File: src/rtl/cc_matrix_row_scan_pkg.sv
// Shared definitions for the LED matrix row scanner: scan FSM encoding and
// default show/blank durations, also used by the game clock-divider blocks.
package cc_matrix_row_scan_pkg;

  typedef enum logic [1:0] {
    ST_IDLE,
    ST_LOAD,
    ST_SHOW,
    ST_BLANK
  } scan_state_e;

  localparam int unsigned DEF_SHOW_CYCLES  = 5000;
  localparam int unsigned DEF_BLANK_CYCLES = 16;
  localparam int unsigned DEF_NROWS        = 8;

  function automatic int unsigned max_u(input int unsigned a, input int unsigned b);
    return (a > b) ? a : b;
  endfunction

endpackage

File: src/rtl/cc_matrix_row_scan_if.sv
// Frame input handshake plus row-drive outputs of the matrix scanner.
interface cc_matrix_row_scan_if
  import cc_matrix_row_scan_pkg::*;
#(
  parameter int unsigned NROWS = DEF_NROWS
);

  logic [8*NROWS-1:0] frame;
  logic               frame_valid;
  logic               frame_ready;
  logic [7:0]         row_data;
  logic               blank;
  logic [NROWS-1:0]   row_sel;
  logic               frame_done;

  modport master (
    output frame, frame_valid,
    input  frame_ready, row_data, blank, row_sel, frame_done
  );

  modport slave (
    input  frame, frame_valid,
    output frame_ready, row_data, blank, row_sel, frame_done
  );

endinterface

File: src/rtl/cc_frame_dbuf.sv
// Double frame buffer: shadow accepts new frames, active feeds the scanner;
// the two only swap when the scanner signals a frame boundary.
module cc_frame_dbuf
  import cc_matrix_row_scan_pkg::*;
#(
  parameter int unsigned NROWS = DEF_NROWS
) (
  input  logic               clk,
  input  logic               rst_n,
  input  logic [8*NROWS-1:0] frame,
  input  logic               frame_valid,
  output logic               frame_ready,
  input  logic               swap_req,
  output logic               shadow_full,
  output logic [8*NROWS-1:0] active
);

  logic [8*NROWS-1:0] shadow;
  logic               accept;
  logic               do_swap;

  assign frame_ready = ~shadow_full;
  assign accept      = frame_valid & frame_ready;
  assign do_swap     = swap_req & shadow_full;

  // NOTE: both buffers sit in the reset branch on purpose; a reset mid-scan
  // must discard any frame content, not just the control state.
  always_ff @(posedge clk) begin
    if (!rst_n) begin
      shadow      <= '0;
      active      <= '0;
      shadow_full <= 1'b0;
    end else begin
      // Swap reads the old shadow, so a same-cycle accept cannot leak into active.
      if (do_swap) active <= shadow;
      if (accept)  shadow <= frame;
      if (accept)       shadow_full <= 1'b1;
      else if (do_swap) shadow_full <= 1'b0;
    end
  end

endmodule

File: src/rtl/cc_matrix_row_scan.sv
// Row-at-a-time scanner for an 8-column LED matrix: LOAD, SHOW and BLANK per
// row, with dead time so a row switch never lights stale pixels.
module cc_matrix_row_scan
  import cc_matrix_row_scan_pkg::*;
#(
  parameter int unsigned SHOW_CYCLES  = DEF_SHOW_CYCLES,
  parameter int unsigned BLANK_CYCLES = DEF_BLANK_CYCLES,
  parameter int unsigned NROWS        = DEF_NROWS
) (
  input  logic                  CC_MATRIXSCAN_CLOCK_50,
  input  logic                  CC_MATRIXSCAN_RESET_InLow,
  cc_matrix_row_scan_if.slave   bus
);

  localparam int unsigned CNT_W = $clog2(max_u(SHOW_CYCLES, BLANK_CYCLES) + 1);
  localparam int unsigned ROW_W = (NROWS > 1) ? $clog2(NROWS) : 1;

  logic clk;
  logic rst_n;
  assign clk   = CC_MATRIXSCAN_CLOCK_50;
  assign rst_n = CC_MATRIXSCAN_RESET_InLow;

  scan_state_e        state, state_next;
  logic [CNT_W-1:0]   cnt, cnt_next;
  logic [ROW_W-1:0]   row, row_next;
  logic               swap_req;
  logic               frame_end;
  logic               shadow_full;
  logic [8*NROWS-1:0] active;

  logic [7:0]         row_data;
  logic [NROWS-1:0]   row_sel;
  logic               blank;
  logic               frame_done;

  cc_frame_dbuf #(.NROWS(NROWS)) u_dbuf (
    .clk         (clk),
    .rst_n       (rst_n),
    .frame       (bus.frame),
    .frame_valid (bus.frame_valid),
    .frame_ready (bus.frame_ready),
    .swap_req    (swap_req),
    .shadow_full (shadow_full),
    .active      (active)
  );

  // NOTE: every signal gets a default before the case so no path leaves one
  // unassigned, which would otherwise infer a latch.
  always_comb begin
    state_next = state;
    cnt_next   = cnt;
    row_next   = row;
    swap_req   = 1'b0;
    frame_end  = 1'b0;
    unique case (state)
      ST_IDLE: begin
        if (shadow_full) begin
          swap_req   = 1'b1;
          row_next   = '0;
          cnt_next   = '0;
          state_next = ST_LOAD;
        end
      end
      ST_LOAD: begin
        cnt_next   = CNT_W'(SHOW_CYCLES - 1);
        state_next = ST_SHOW;
      end
      ST_SHOW: begin
        if (cnt == '0) begin
          cnt_next   = CNT_W'(BLANK_CYCLES - 1);
          state_next = ST_BLANK;
        end else begin
          cnt_next = cnt - 1'b1;
        end
      end
      ST_BLANK: begin
        if (cnt == '0) begin
          cnt_next   = '0;
          state_next = ST_LOAD;
          if (row == ROW_W'(NROWS - 1)) begin
            row_next  = '0;
            frame_end = 1'b1;
            swap_req  = 1'b1;
          end else begin
            row_next = row + 1'b1;
          end
        end else begin
          cnt_next = cnt - 1'b1;
        end
      end
      default: state_next = ST_IDLE;
    endcase
  end

  always_ff @(posedge clk) begin
    if (!rst_n) begin
      state      <= ST_IDLE;
      cnt        <= '0;
      row        <= '0;
      row_data   <= '0;
      row_sel    <= '0;
      blank      <= 1'b1;
      frame_done <= 1'b0;
    end else begin
      state      <= state_next;
      cnt        <= cnt_next;
      row        <= row_next;
      // Registered from next state so the mux select never glitches on decode.
      blank      <= (state_next != ST_SHOW);
      frame_done <= frame_end;
      if (state == ST_LOAD) begin
        row_data <= active[8*int'(row) +: 8];
        row_sel  <= NROWS'(1) << row;
      end else if (state_next != ST_SHOW) begin
        row_sel  <= '0;
      end
    end
  end

  assign bus.row_data   = row_data;
  assign bus.row_sel    = row_sel;
  assign bus.blank      = blank;
  assign bus.frame_done = frame_done;

endmodule

File: src/flat_wrapper.sv
// flat-port wrapper written by rule: the top's interface ports become plain ports
module cc_matrix_row_scan_flat import cc_matrix_row_scan_pkg::*;
#(
  parameter int unsigned SHOW_CYCLES  = DEF_SHOW_CYCLES,
  parameter int unsigned BLANK_CYCLES = DEF_BLANK_CYCLES,
  parameter int unsigned NROWS        = DEF_NROWS
)
  (CC_MATRIXSCAN_CLOCK_50, CC_MATRIXSCAN_RESET_InLow, bus_frame, bus_frame_valid, bus_frame_ready, bus_row_data, bus_blank, bus_row_sel, bus_frame_done);
  cc_matrix_row_scan_if #(.NROWS(NROWS)) bus_i ();
  input  logic CC_MATRIXSCAN_CLOCK_50;
  input  logic CC_MATRIXSCAN_RESET_InLow;
  input wire logic [$bits(bus_i.frame)-1:0] bus_frame;
  input wire logic [$bits(bus_i.frame_valid)-1:0] bus_frame_valid;
  output wire logic [$bits(bus_i.frame_ready)-1:0] bus_frame_ready;
  output wire logic [$bits(bus_i.row_data)-1:0] bus_row_data;
  output wire logic [$bits(bus_i.blank)-1:0] bus_blank;
  output wire logic [$bits(bus_i.row_sel)-1:0] bus_row_sel;
  output wire logic [$bits(bus_i.frame_done)-1:0] bus_frame_done;
  assign bus_i.frame = bus_frame;
  assign bus_i.frame_valid = bus_frame_valid;
  assign bus_frame_ready = bus_i.frame_ready;
  assign bus_row_data = bus_i.row_data;
  assign bus_blank = bus_i.blank;
  assign bus_row_sel = bus_i.row_sel;
  assign bus_frame_done = bus_i.frame_done;
  cc_matrix_row_scan #(.SHOW_CYCLES(SHOW_CYCLES), .BLANK_CYCLES(BLANK_CYCLES), .NROWS(NROWS)) u_core (.CC_MATRIXSCAN_CLOCK_50(CC_MATRIXSCAN_CLOCK_50), .CC_MATRIXSCAN_RESET_InLow(CC_MATRIXSCAN_RESET_InLow), .bus(bus_i));
endmodule
File: config.mk
export PLATFORM = sky130hd
export DESIGN_NAME = cc_matrix_row_scan_flat
export DESIGN_NICKNAME = d
export VERILOG_FILES = /design/src/rtl/cc_matrix_row_scan_pkg.sv /design/src/rtl/cc_matrix_row_scan_if.sv /design/src/rtl/cc_frame_dbuf.sv /design/src/rtl/cc_matrix_row_scan.sv /design/src/flat_wrapper.sv
export SDC_FILE = /design/constraint.sdc
export NUM_CORES = 1
export LEC_CHECK = 0
export ABC_AREA = 1
export BUFFER_PORTS_ARGS = -buffer_cell sky130_fd_sc_hd__clkbuf_2
export CORE_MARGIN = 2
export CORE_UTILIZATION = 33
export CTS_CLUSTER_DIAMETER = 120
export DETAILED_ROUTE_END_ITERATION = 7
export PLACE_DENSITY_LB_ADDON = 0.3
export SLEW_MARGIN = 15
export SYNTH_ARGS = -nofsm -noshare
export SYNTH_HDL_FRONTEND = slang
export SYNTH_SLANG_ARGS = --single-unit
export TNS_END_PERCENT = 30
File: constraint.sdc
create_clock -name CC_MATRIXSCAN_CLOCK_50 -period 1.75 [get_ports CC_MATRIXSCAN_CLOCK_50]
set_input_delay 0.0875 -clock CC_MATRIXSCAN_CLOCK_50 [delete_from_list [all_inputs] [get_ports CC_MATRIXSCAN_CLOCK_50]]
set_output_delay 0.0875 -clock CC_MATRIXSCAN_CLOCK_50 [all_outputs]
set_load 0.01 [all_outputs]
# Yosys cells after proc, flatten, opt, wreduce, memory -nomap -nowiden
# Index checks and enable logic that the tools add are counted.
# W data, S select, Z words.
# totals
reg_bits	165
inputBits	67
output_inout_bits	19
# op_classes
addsub	2
eq_ne	7
shifts	2
muxes	20
bitwise	3
reduce_logical	7
# ops
cell	n
$shiftx A64 B7 Y8	1
$pmux W13 S4	1
$mux W13	3
$mux W8	2
$logic_not A13 Y1	1
$sub A13 B1 Y13 const B	1
$mux W3	3
$pmux W2 S4	1
$shl A1 B3 Y8 const A	1
$mux W2	3
$pmux W3 S2	1
$reduce_bool A2 Y1	3
$mux W1	5
$eq A2 B2 Y1 const B	2
$ne A2 B2 Y1 const B	2
$add A3 B1 Y3 const B	1
$eq A3 B3 Y1 const B	1
$reduce_and A3 Y1	1
$and A1 B1 Y1	2
$eq A2 B1 Y1 const B	1
$logic_not A2 Y1	1
$ne A2 B1 Y1 const B	1
$pmux W1 S2	1
$reduce_and A2 Y1	1
$not A1 Y1	1

# Longest topological paths before layout
# logic_depth
ltp_word	7
ltp_mapped	11
depth_no_buf	11

# Cells and area by module
# Synthesis repeated with hierarchy kept, for this count alone.
# hier_totals
cells_unflattened	1023
area_unflattened_um2	7332.0
# by_module_without_submodules
module	n_inst	cells_each	area_each_um2	seq_area_each_um2
cc_frame_dbuf	1	696	5062.4	2582.5
cc_matrix_row_scan	1	327	2269.7	720.7

# Worst setup path after synthesis
# No wires, ideal clock.
# synth_path
path_type	reg2reg
start	register u_core.state[1]
end	register u_core.cnt[6]
arrival_ns	1.505
required_time_ns	1.634
path_slack_ns	0.129
path_stages_with_launch	10
path_cell_list	dfxtp_1 inv_1 ha_1 inv_1 nor2_1 inv_1 nand3_1 nor3_1 xor2_1 nor2_1
# synth_between
elab_chain_cells	2
elab_cells_between_ends	6
# synth_lines
element	line	rtl
start: declaration	cc_matrix_row_scan.sv:23	scan_state_e state, state_next;
start signal: assignment	cc_matrix_row_scan.sv:105	state <= state_next;
$eq A2 B2 Y1 (tied with other cells)	cc_matrix_row_scan.sv:55	unique case (state)
$pmux W13 S4 or $ne A2 B2 Y1 (tied branches)	n/a	
end signal: assignment	cc_matrix_row_scan.sv:106	cnt <= cnt_next;
end: declaration	cc_matrix_row_scan.sv:24	logic [CNT_W-1:0] cnt, cnt_next;
# Parallel ways exist; a longest one is shown, timed or not.
# A chain may end at the register's enable or synchronous reset.

# Worst setup path in the final report
# layout_path
start	register u_core.row[0]
end	register u_core.row_data[3] (netlist: u_core.bus.row_data[3])
# layout_between
elab_chain_cells	1
# layout_lines
element	line	rtl
start: declaration	cc_matrix_row_scan.sv:25	logic [ROW_W-1:0] row, row_next;
start signal: assignment	cc_matrix_row_scan.sv:107	row <= row_next;
$shiftx A64 B7 Y8	cc_matrix_row_scan.sv:112	row_data <= active[8*int'(row) +: 8];
end signal: assignment	cc_matrix_row_scan.sv:112	
end: declaration	cc_matrix_row_scan.sv:31	logic [7:0] row_data;
# Every way passes these cells.

==> summary.md <==
| Metric | Value |
|---|---|
| Placer Congestion | 0.8272 |
| Vias | 6,133 |
| WL final | 17.14 mm |
| Area grow syn2layout | 32.19% |
| CP endpoint kind | flip-flop |
| Synth cell types | 29 |
| Placed cell count | 1,244 |
| Maximum buffer depth of the clock tree | 2 |
| First-pass GRT wire length | 27.88 mm |
| Clock root buffer | clkbuf_16 |
| Initial antenna violation count | 0 |
| Final setup vio count | 0 |
| Drt drc | 0 |
| Async SR Flop Fraction | 0 |
| Tmin final | 1.688 ns |
| Share of cells above drive strength 1 | 0.1606 |
| Worst Setup Path Type | flip-flop to flip-flop |
| Port-buffer cells | 85 |
| HPWL Detailed | 11.65 mm |
| Worst-path clk slew | 0.07 ns |
| Top achievable clock speed | 592.5 MHz |
| Worst vdd ir | 0.6067 mV |
| Antenna Cells | 0 |
| Syn Inst Count | 906 |
| First-pass detailed-route iteration total | 5 |
| Hold Crit Class | input pin to flip-flop |
| Nets | 1,138 |
| Worst Tran Pin Value | 0.5180 ns |
| Cell Area, Synth | 6739 sq um |
| Syn_nets | 986 |
| Max-slew violation count | 0 |
| Die area | 21,580 sq um |
| Via/cell ratio | 4.573 |
| Rows | 52 |
| Maximum number of pins on one net before global-route repair | 70 |
| Outcome | complete, no violations |
| Final ANT Viol Nets | 0 |
| Final Hold Vio Count | 0 |
| Max-cap check violation count | 0 |
| Worst endpoint data arrival time | 2.01 ns |
| Power Density | 1177 nW/um^2 |
| CP max FO | 43 |
| Top cell type's share of synthesized area | 0.4902 |
| Leading cell types in the layout, fill and taps excluded | nor2_1, dfxtp_1, o21ai_0, clkbuf_2, nand2_1 |
| Area of the core | 20,170 sq um |
| Number of synthesized flops with an enable pin | 0 |
| DRT iter0 DRCs | 355 |
| Cts bufs inserted | 17 |
| Synth warn | 0 |
| Slew headroom | 0.6543 |
| CTS tree | yes |
| Power Total | 10.49 mW |
| RSZ-0062 raised after global routing | true |
| Top FF cell, synth | dfxtp_1 |
| Starting Density | 0.3341 |
| Total GRT Usage | 0.1605 |
| CTS sink count | 165 |
| Final cell count without fillers | 1,341 |
| Leakage | 3.816 nW |
| IO Pins | 86 |
| Sequential area share after synthesis | 0.4902 |
| CP Data Required Time | 2.07 ns |
| H-tree level count | 4 |
| Die width | 146.9 um |
| Startpoint types | flip-flop |
| Worst skew pair latency | 0.43 ns |
| Final period util | 0.9645 |
| Synthesized flop and latch total | 165 |
| Commonest non-fill, non-tap cell in the layout | nor2_1 |
| Final core utilization | 0.4417 |
| Largest cells by area after synthesis | dfxtp_1, nor2_1, o21ai_0, a21oi_1, nand2_1 |
| Die Span Y | 146.9 um |
| DR WL/cell | 12.78 um |
| Vias in the first global route | 5,671 |
| Total gr overflow | 0 |
| Syn Area/Cell | 7.438 sq um |
| Synth area leader | dfxtp_1 |
| Clock Skews | 0.01218 ns |
-- cells in the mapped netlist (3+ instances only) --
cell and number:
o22ai_1 8, a21oi_1 70, o21ai_0 179, nor2_1 242, ha_1 13, xor2_1 9
nor3_1 5, nand2_1 74, dfxtp_1 165, clkinv_1 3, nand3_1 16, buf_6 5
clkbuf_1 43, inv_1 52
-- path summary, 6_finish.rpt --
kind                            depth (start not counted)                                   from                               endpoint  slack (ns)
worst max-delay path                                    7             u_core.row[0]$_SDFFE_PN0P_    u_core.bus.row_data[3]$_SDFFE_PN0P_        0.06
worst min-delay path                                    3              CC_MATRIXSCAN_RESET_InLow             u_core.cnt[0]$_SDFFE_PN0P_        0.14
worst min register to register                          2  u_core.u_dbuf.active[40]$_SDFFE_PN0P_  u_core.u_dbuf.active[40]$_SDFFE_PN0P_        0.45
worst max register to register                          7             u_core.row[0]$_SDFFE_PN0P_    u_core.bus.row_data[3]$_SDFFE_PN0P_        0.06
-- metal layers --
layer,vias up,part of all wire,track usage
li1,3264,-,-
met1,2729,0.50,0.2254
met2,120,0.44,0.2477
met3,20,0.044,0.03665
met4,0,0.014,0.04663
met5,-,0,0
-- logic make-up after synthesis --
family | share of synthesized area
xor+xnor | 0.01430
flops | 0.4902
fa+ha+maj | 0.02414
simple gates | 0.2035
compound gates | 0.1981
buf+inv | 0.06981
-- worst max-delay path, cell delays in order (launching register included) --
cell      delay [ns]
dfxtp_1         0.38
buf_12          0.21
clkinv_1        0.15
buf_12          0.18
o21ai_0         0.31
a21oi_1         0.11
o21ai_0         0.17
inv_1           0.05
-- registers in the layout, summed over array words and instances, names as in the netlist --
signal	cells
u_core.u_dbuf.shadow_full	1
u_core.bus.blank	1
u_core.u_dbuf.shadow	64
u_core.bus.row_data	8
u_core.bus.row_sel	8
u_core.state	2
u_core.row	3
u_core.bus.frame_done	1
u_core.cnt	13
u_core.u_dbuf.active	64
-- power by group --
group,total (mW),switching (mW),internal (mW)
Clock,3.86,1.63,2.23
Sequential,4.40,0.229,4.17
Combinational,2.23,1.30,0.929
-- layout make-up --
| type | count | area [sq um] |
|---|---|---|
| Multi-Input combinational cell | 632 | 2987 |
| Fill cell | 2094 | 11260 |
| Sequential cell | 165 | 3304 |
| Clock inverter | 13 | 160.2 |
| Inverter | 57 | 214.0 |
| Clock buffer | 19 | 452.9 |
| Tap cell | 270 | 337.8 |
| Timing Repair Buffer | 185 | 1453 |
-- what timing repair did --
| action | 4_1_cts | 5_1_grt |
|---|---|---|
| hold endpoints to repair | 65 | 0 |
| buffers inserted | 0 | 0 |
| resized for setup | 0 | 33 |
| hold buffers | 65 | 0 |
| setup endpoints to repair | 0 | 83 |
-- through the flow --
stage	TNS [ns]	cell area [sq um]	setup WS (ns)	hold slack [ns]
after floorplan	0	6739	0.1293	0.2542
after global placement	0	7614	0.07889	0.3417
after detailed placement	0	7614	0.02791	0.3442
after CTS	0	8877	0.001821	0.1269
after global routing	-1.096	8909	-0.05947	0.1469
final	0	8909	0.06218	0.1389
Power figures use the tool's default switching activity.
